$ cat config.mk
export PLATFORM = sky130hd
export DESIGN_NAME = sync_fifo_param
export DESIGN_NICKNAME = d
export VERILOG_FILES = /design/src/rtl/fifo_pkg.sv /design/src/rtl/fifo_mem.sv /design/src/rtl/sync_fifo_param.sv
export SDC_FILE = /design/constraint.sdc
export NUM_CORES = 1
export LEC_CHECK = 0
export ABC_AREA = 1
export CORE_UTILIZATION = 55
export CTS_CLUSTER_SIZE = 30
export DETAILED_ROUTE_END_ITERATION = 10
export PLACE_DENSITY = 0.74
export SETUP_SLACK_MARGIN = 0.02
export SYNTH_ARGS = -nofsm -noshare
export SYNTH_HDL_FRONTEND = slang
export SYNTH_SLANG_ARGS = --single-unit
$ cat constraint.sdc
create_clock -name clk -period 2.4 [get_ports clk]
set_clock_uncertainty 0.05 [all_clocks]
set_input_delay 0.48 -clock clk [delete_from_list [all_inputs] [get_ports clk]]
set_output_delay 0.48 -clock clk [all_outputs]
set_load 0.1 [all_outputs]
$ cat src/rtl/fifo_pkg.sv
// rtl/fifo_pkg.sv - shared types and sizing helpers for sync_fifo_param (optional feature macro: FIFO_ERR_EN)
package fifo_pkg;

  // Status flags grouped for the design and the bench scoreboard.
  typedef struct packed {
    logic full;
    logic empty;
    logic almost_full;
    logic almost_empty;
  } fifo_status_t;

  // Pointer width; wraps modulo DEPTH because DEPTH is a power of two.
  function automatic int ptr_w(input int depth);
    return $clog2(depth);
  endfunction

  // Count needs one extra bit to represent DEPTH itself.
  function automatic int cnt_w(input int depth);
    return $clog2(depth) + 1;
  endfunction

  function automatic bit is_pow2(input int v);
    return (v > 0) && ((v & (v - 1)) == 0);
  endfunction

endpackage

$ cat src/rtl/fifo_mem.sv
// rtl/fifo_mem.sv - DEPTH x DATA_W register array with one sync write port and one registered read port
module fifo_mem
  import fifo_pkg::*;
#(
  parameter int DATA_W = 8,
  parameter int DEPTH  = 64,
  parameter int AW     = $clog2(DEPTH)
) (
  input  logic              clk,
  input  logic              reset,
  input  logic              i_wr_en,
  input  logic [AW-1:0]     i_wr_addr,
  input  logic [DATA_W-1:0] i_wr_data,
  input  logic              i_rd_en,
  input  logic [AW-1:0]     i_rd_addr,
  output logic [DATA_W-1:0] o_rd_data
);

  logic [DATA_W-1:0] r_mem [DEPTH];
  logic [DATA_W-1:0] r_rd_data;

  // Storage is never cleared; the caller gates writes during reset.
  always_ff @(posedge clk) begin
    if (i_wr_en) r_mem[i_wr_addr] <= i_wr_data;
  end

  // Read register resets to zero and holds its value between accepted reads.
  always_ff @(posedge clk) begin
    if (reset)        r_rd_data <= '0;
    else if (i_rd_en) r_rd_data <= r_mem[i_rd_addr];
  end

  assign o_rd_data = r_rd_data;

endmodule

$ cat src/rtl/sync_fifo_param.sv
// rtl/sync_fifo_param.sv - parametrised single-clock FIFO with occupancy, thresholds and optional sticky errors (FIFO_ERR_EN)
module sync_fifo_param
  import fifo_pkg::*;
#(
  parameter int DATA_W    = 8,
  parameter int DEPTH     = 64,
  parameter int AF_THRESH = 56,
  parameter int AE_THRESH = 8
) (
  input  logic                   clk,
  input  logic                   reset,
  input  logic                   wr,
  input  logic                   rd,
  input  logic [DATA_W-1:0]      data_in,
  output logic [DATA_W-1:0]      data_out,
  output logic                   full,
  output logic                   empty,
  output logic                   almost_full,
  output logic                   almost_empty,
  output logic [$clog2(DEPTH):0] count,
  input  logic                   err_clr,
  output logic                   overflow,
  output logic                   underflow
);

  localparam int PTR_W = ptr_w(DEPTH);
  localparam int CNT_W = cnt_w(DEPTH);

  if (!is_pow2(DEPTH) || DEPTH < 4) begin : g_bad_depth
    $error("sync_fifo_param: DEPTH must be a power of two and >= 4");
  end
  if (AF_THRESH < 1 || AF_THRESH > DEPTH) begin : g_bad_af
    $error("sync_fifo_param: AF_THRESH out of range 1..DEPTH");
  end
  if (AE_THRESH < 0 || AE_THRESH > DEPTH - 1) begin : g_bad_ae
    $error("sync_fifo_param: AE_THRESH out of range 0..DEPTH-1");
  end

  logic [PTR_W-1:0] r_wr_ptr;
  logic [PTR_W-1:0] r_rd_ptr;
  logic [CNT_W-1:0] r_count;
  fifo_status_t     w_status;
  logic             w_wr_acc;
  logic             w_rd_acc;

  // Flags are pure decodes of the registered count, so they track it with no extra latency.
  always_comb begin
    w_status              = '0;
    w_status.full         = (r_count == CNT_W'(DEPTH));
    w_status.empty        = (r_count == '0);
    w_status.almost_full  = (r_count >= CNT_W'(AF_THRESH));
    w_status.almost_empty = (r_count <= CNT_W'(AE_THRESH));
  end

  // A read frees a slot in the same cycle, so a full FIFO accepts wr+rd together; empty never bypasses.
  assign w_rd_acc = rd & ~w_status.empty;
  assign w_wr_acc = wr & (~w_status.full | w_rd_acc);

  // Pointer and occupancy update; reset dominates any request in the same cycle.
  always_ff @(posedge clk) begin
    if (reset) begin
      r_wr_ptr <= '0;
      r_rd_ptr <= '0;
      r_count  <= '0;
    end else begin
      if (w_wr_acc) r_wr_ptr <= r_wr_ptr + PTR_W'(1);
      if (w_rd_acc) r_rd_ptr <= r_rd_ptr + PTR_W'(1);
      case ({w_wr_acc, w_rd_acc})
        2'b10:   r_count <= r_count + CNT_W'(1);
        2'b01:   r_count <= r_count - CNT_W'(1);
        default: r_count <= r_count;
      endcase
    end
  end

  fifo_mem #(
    .DATA_W (DATA_W),
    .DEPTH  (DEPTH),
    .AW     (PTR_W)
  ) u_mem (
    .clk       (clk),
    .reset     (reset),
    .i_wr_en   (w_wr_acc & ~reset),
    .i_wr_addr (r_wr_ptr),
    .i_wr_data (data_in),
    .i_rd_en   (w_rd_acc & ~reset),
    .i_rd_addr (r_rd_ptr),
    .o_rd_data (data_out)
  );

  assign full         = w_status.full;
  assign empty        = w_status.empty;
  assign almost_full  = w_status.almost_full;
  assign almost_empty = w_status.almost_empty;
  assign count        = r_count;

`ifdef FIFO_ERR_EN
  logic r_overflow;
  logic r_underflow;

  // Sticky error flags; a new error in the clearing cycle keeps the flag set.
  always_ff @(posedge clk) begin
    if (reset) begin
      r_overflow  <= 1'b0;
      r_underflow <= 1'b0;
    end else begin
      if (wr & ~w_wr_acc) r_overflow <= 1'b1;
      else if (err_clr)   r_overflow <= 1'b0;
      if (rd & ~w_rd_acc) r_underflow <= 1'b1;
      else if (err_clr)   r_underflow <= 1'b0;
    end
  end

  assign overflow  = r_overflow;
  assign underflow = r_underflow;
`else
  logic w_unused_err_clr;
  assign w_unused_err_clr = err_clr;
  assign overflow         = 1'b0;
  assign underflow        = 1'b0;
`endif

endmodule

After elaboration in Yosys (flattened, before gate mapping)
Memory sizes are Yosys's and may differ from the RTL's. A register that Yosys moved wholly into a read port is not among the register bits.
Cells that the tools add are included.

storage, ports and cells
  register bits = 19
  latch bits = 0
  RAM bits = 512
  ROM bits = 0
  input port bits = 13
  output and inout bits = 21
  logic and storage cells = 26
  memories kept = 1

memory list
  memory       depth  width  rd ports  clocked after Yosys merged registers in  write ports  line            RTL
  u_mem.r_mem  64     8      1         1                                        1            fifo_mem.sv:19  logic [DATA_W-1:0] r_mem [DEPTH];

cells by class
  add/subtract/negate cells = 4
  multiply operators = 0
  div/mod/pow operators = 0
  order comparisons = 2
  equal/unequal tests = 3
  shift operators = 0
  mux-type cells = 3
  bitwise logic cells = 8
  reduce and logical (&&, ||, !) cells = 2

operator list
  cell                                                                    number
  7-bit case mux with 2 select lines                                      1
  6-bit by 1-bit adder with 6-bit output (second input constant)          2
  7-bit by 1-bit adder with 7-bit output (second input constant)          1
  7-bit equality test (second input constant)                             1
  7-bit by 6-bit >= comparator with 1-bit output (second input constant)  1
  7-bit by 4-bit <= comparator with 1-bit output (second input constant)  1
  7-bit logical NOT                                                       1
  7-bit by 1-bit subtractor with 7-bit output (second input constant)     1
  1-bit bitwise AND                                                       4
  1-bit inverter                                                          3
  2-bit by 1-bit equality test with 1-bit output (second input constant)  1
  2-bit equality test (second input constant)                             1
  1-bit two-way mux                                                       2
  2-bit nonzero test                                                      1
  1-bit OR                                                                1

Depth between registers and ports, before layout
  depth in word-level cells = 8
  gate-level depth with buffers = 17
  gate-level depth less buffers = 17

By module
Synthesis repeated with hierarchy kept, for this count alone.

second synthesis, totals
  cells, all modules = 1974
  area total of the unflattened synthesis = 22454.0 um^2

modules (own cells, without submodules)
  module           times used  cells an instance  area each (um^2)  seq. area each (um^2)
  fifo_mem         1           1808               21235.4           15534.9
  sync_fifo_param  1           166                1218.7            380.4

Worst setup path after synthesis
Ideal clock, no wire load.

  path kind = flip-flop to flip-flop
  start = register r_count[1], in the netlist count[1]
  end = memory u_mem.r_mem[63][0] (enable)
  library setup time = 0.395 ns
  arrival = 2.930 ns
  data required time = 1.955 ns
  setup slack = -0.975 ns
  cell stages (with the launch flop) = 7
  path buffers = 0
  period minus slack after synthesis = 3.375 ns
  cells stage by stage = dfxtp_1 -> inv_1 -> nand3b_4 -> nor2_2 -> a21oi_4 -> inv_2 -> nor4_1

on the way
  elaborated cells between the ends (all ways) = 10
  those cells by class = eq/ne: 1; mux: 2; bitwise: 6; reduce/logical: 1

RTL lines
  item                                     line                   RTL
  start, declared                          sync_fifo_param.sv:41  logic [CNT_W-1:0] r_count;
  start signal, assigned                   sync_fifo_param.sv:69  2'b10: r_count <= r_count + CNT_W'(1);
  start signal, assigned                   sync_fifo_param.sv:70  2'b01: r_count <= r_count - CNT_W'(1);
  start signal, assigned                   sync_fifo_param.sv:71  default: r_count <= r_count;
  7-bit equality test                      sync_fifo_param.sv:49  w_status.full = (r_count == CNT_W'(DEPTH));
  via full                                 sync_fifo_param.sv:16  output logic full,
  1-bit inverter                           sync_fifo_param.sv:57  assign w_wr_acc = wr & (~w_status.full | w_rd_acc);
  1-bit OR                                 sync_fifo_param.sv:57
  1-bit bitwise AND                        sync_fifo_param.sv:57
  1-bit bitwise AND                        sync_fifo_param.sv:83  .i_wr_en (w_wr_acc & ~reset),
  1-bit two-way mux                        fifo_mem.sv:24         if (i_wr_en) r_mem[i_wr_addr] <= i_wr_data;
  1-bit two-way mux (not written as such)  fifo_mem.sv:24
  end, declared                            fifo_mem.sv:19

The timed path passes the listed nets, and every way through them passes these cells.

Worst setup path after layout
  start = register r_count[5], in the netlist count[5]
  end = memory u_mem.r_mem[3][3] (enable)

on the way
  longest elaborated chain between the ends = 8
  elaborated cells between the ends (all ways) = 10
  those cells by class = eq/ne: 1; mux: 2; bitwise: 6; reduce/logical: 1

ends and longest elaborated chain
  item                                         line                   RTL
  7-bit logical NOT                            sync_fifo_param.sv:50  w_status.empty = (r_count == '0);
  1-bit inverter                               sync_fifo_param.sv:56  assign w_rd_acc = rd & ~w_status.empty;
  1-bit bitwise AND                            sync_fifo_param.sv:56
  1-bit OR (*)                                 sync_fifo_param.sv:57
  1-bit bitwise AND (*)                        sync_fifo_param.sv:57
  1-bit bitwise AND (*)                        sync_fifo_param.sv:83
  1-bit two-way mux (*)                        fifo_mem.sv:24
  1-bit two-way mux (not written as such) (*)  fifo_mem.sv:24

Mark *: on every way between the ends. The rest lies on a longest branch, timed or not.

==> results.md <==
- Sw Share: around 29%
- Die footprint: 42450 sq um
- Final Setup Violations: 0
- Die Height: a little over 200 microns
- Clock power share: 35.0%
- Yosys cell types: 33
- Synth top area cells: edfxtp_1 (67%), nand2_1 (11%), nand3_1 (6.3%)
- Ys flop type: edfxtp_1
- Hold_ws: 0.3689 ns
- Yosys warns: 0
- Ys async rst share: 0%
- Gr usage total: 27.41%
- DR DRC count: 0
- Max Fclk: between 400 and 500 MHz
- Crit start category: flip-flop
- Worst-Skew Late Latency: roughly 0.6 ns
- Layout area overhead: 15.51%
- Drt initial violations: about 1600
- Minimum clock period: ~2.3 ns
- Core area: approximately 41000 sq um
- Hold Buf Count CTS: 0
- Slew HR: 56.64%
- DRT Pass-1 Iters: 5
- Nets: between 2000 and 2500
- Deepest clock path buffer count: 3
- I/O pin total: 34
- # Max-Cap Violations: 0
- Routed WL per cell: 19.92 microns
- Initial Util: 55.94%
- Delay of the slowest critical-path stage: approximately 0.37 ns
- Hold Crit Class: in -> reg
- RSZ-0062 raised after global routing: no
- Number of antenna violations at the first check in global routing: 1
- Clock Root Buffer: clkbuf_16
- Arrival @ worst endpoint: 2.54 ns
- Critical path class: reg -> reg
- CP Cell Sequence: inv_1, nand3_2, o21ai_4, buf_4, a21oi_4, buf_4, nand3_4, or2_1, buf_4, nor2_1, buf_4
- Gr ovfl total: 0
- Synth Area per Inst: approximately 11 sq um
- CTS Buf Count: 52
- H-tree depth: 2
- # port buffers: 30
- Crit path buffers/inverters: 5
- Least-Margin Pin Slew: approximately 0.65 ns
- Critical path fanouts, max: 8
- Die width: 206.0 microns
- Gpl congestion: roughly 0.94
- CTS tree: done
- Peak supply drop: around 0.69 mV
- Worst setup EP type: flip-flop
- Crit path max-delay cell type: dfxtp_4
- Sw power: roughly 6900 uW
- Post-synth EDFFs: roughly 510
- Comb pwr share: between 10% and 20%
- Final hold violation count: 0
- Power Density: roughly 900 nW/um^2
- Outcome: complete, no violations
- Drt via density: roughly 5.6
- Clk pin slew, worst setup/hold paths: 0.06 ns
- Vias in the first global route: 15320
- Pin count of the biggest net entering global routing: 133
- Cell area after synthesis: 22890 sq um
- Part of the cycle the worst path needs: between 90% and 100%
- # diodes: 0
- Required @ worst endpoint: roughly 2.7 ns
- Seq/Total Area, Yosys: a little under 70%
- Top-area cell type share of the netlist area: between 60 and 70%
- Fin Setup TNS: 0 ns
- FP Rows: 74
- TritonCTS Sinks: between 500 and 600
- Cell mode on critical path: buf_4
- Synth area leader: edfxtp_1
- Dpl hpwl: 34670 microns
- First-pass GRT wire length: between 80000 and 90000 microns
- Flop pwr share: ~45%
- Post-Syn Instances: roughly 2200
- DRT antenna net count: 0
- Number of synthesized register bits: between 500 and 600
- Lkg Pwr: approximately 0.010 uW
- CP top delay family: buffers and inverters
- Total number of vias: ~16000
- Internal: roughly 17000 uW
- Layout cell share with drive strength beyond 1: 12.63%
- Routed Wire Length: approximately 57000 microns
- Max-slew violation count: 0
==> final cells by class <==
| class | instances | area, sq um |
|---|---|---|
| flip-flops and latches | 539 | 15950 |
| fillers | 3130 | 14480 |
| multi-input cells | 1351 | 5984 |
| repair buffers | 167 | 1504 |
| clock buffers | 69 | 1415 |
| well taps | 532 | 665.6 |
| inverters | 167 | 634.4 |
| clock inverters | 26 | 292.8 |
==> synth_stat cells, types with 2 or more instances <==
cell,number
inv_1,160
xnor2_1,2
buf_2,42
nand3_1,286
or2_1,2
o21ai_0,64
nor3_1,12
nor2_2,2
inv_2,2
clkinv_1,5
xor2_1,4
edfxtp_1,512
clkbuf_1,51
nand4_4,4
ha_1,7
nand2_1,681
buf_1,17
a21oi_1,51
nor2_1,222
buf_4,2
dfxtp_1,27
nand3_4,2
==> metal layers <==
| layer | vias up | GRT usage (%) | part of all wire (%) |
|---|---|---|---|
| li1 | 7469 | - | - |
| met1 | 7566 | 38.78 | 41 |
| met2 | 722 | 43.02 | 47 |
| met3 | 102 | 5.282 | 9.2 |
| met4 | 0 | 8.666 | 2.6 |
| met5 | - | 0 | 0 |
==> sequential cells by signal (all words and copies together) (netlist names) <==
register and cells:
r_rd_ptr 6, r_wr_ptr 6, u_mem.r_mem 512, u_mem.o_rd_data 8
count 7
==> cell families after synthesis <==
logic type                 Yosys count  share of synthesized area (%)
buffers and inverters              279                          4.837
other                                1                        0.01638
DFF                                539                          69.52
AOI/OAI and AO/OA                  119                          2.716
xor gates and xnor gates             6                         0.2295
adders and majority gates            8                         0.4700
and+or+nand+nor                   1216                          22.22
==> placed cells by master (no fill, tap or decap), types with 6 or more instances in the layout <==
cell type  count
buf_2          8
clkinv_2      13
dfxtp_1       18
inv_1        157
nor3_1        12
a21oi_1       49
nor2_2        13
clkbuf_16     52
nor2_1       206
ha_1           6
edfxtp_1     512
bufinv_16      6
buf_4        135
nand3_1      285
dfxtp_4        9
clkbuf_1      12
buf_12        21
o21ai_0       63
nand2_1      680
clkinv_1       9
==> path summary, 6_finish.rpt <==
kind / from / endpoint / slack, ns / cells after the start
worst max-delay path: count[5] / u_mem.r_mem[3][3] / 0.12 / 11
worst min-delay path: data_in[3] / u_mem.r_mem[5][3] / 0.37 / 2
worst max register to register: count[5] / u_mem.r_mem[3][3] / 0.12 / 11
worst min register to register: count[6] / count[6] / 0.49 / 2
==> power groups by stage <==
stage	Sequential, uW	Clock [uW]	Combinational, uW
2_1_floorplan	11200	0	2590
3_5_place_dp	10800	0	4550
3_3_place_gp	10800	0	4480
5_1_grt	10600	8620	5030
4_1_cts	10600	8300	4600
6_report	10600	8190	4650
==> repair_timing <==
item                       CTS  global route
setup buffers                1             0
pin swaps                    1             0
setup endpoints to repair    2           115
gates resized for setup      0             7
==> worst reg2reg max path, stage by stage, from the launching register on <==
cell and delay, ns:
dfxtp_4 0.37, inv_1 0.07, nand3_2 0.11, o21ai_4 0.07
buf_4 0.15, a21oi_4 0.18, buf_4 0.16, nand3_4 0.06
or2_1 0.29, buf_4 0.19, nor2_1 0.10, buf_4 0.20
==> through the flow <==
| stage | power, uW | instances | utilization, % | cell area (sq um) | worst slack [ns] |
|---|---|---|---|---|---|
| floorplan | 13810 | 2169 | - | 23000 | -0.1153 |
| detailed placement | 15320 | 2755 | 60.35 | 24700 | -0.2521 |
| global placement | 15240 | 2755 | 60.35 | 24700 | -0.2287 |
| finish | 23410 | 2851 | 64.62 | 26450 | 0.1201 |
| CTS | 23460 | 2851 | 64.54 | 26410 | 0.04688 |
| global route | 24220 | 2851 | 64.62 | 26450 | 0.03367 |
Power figures use the tool's default switching activity.
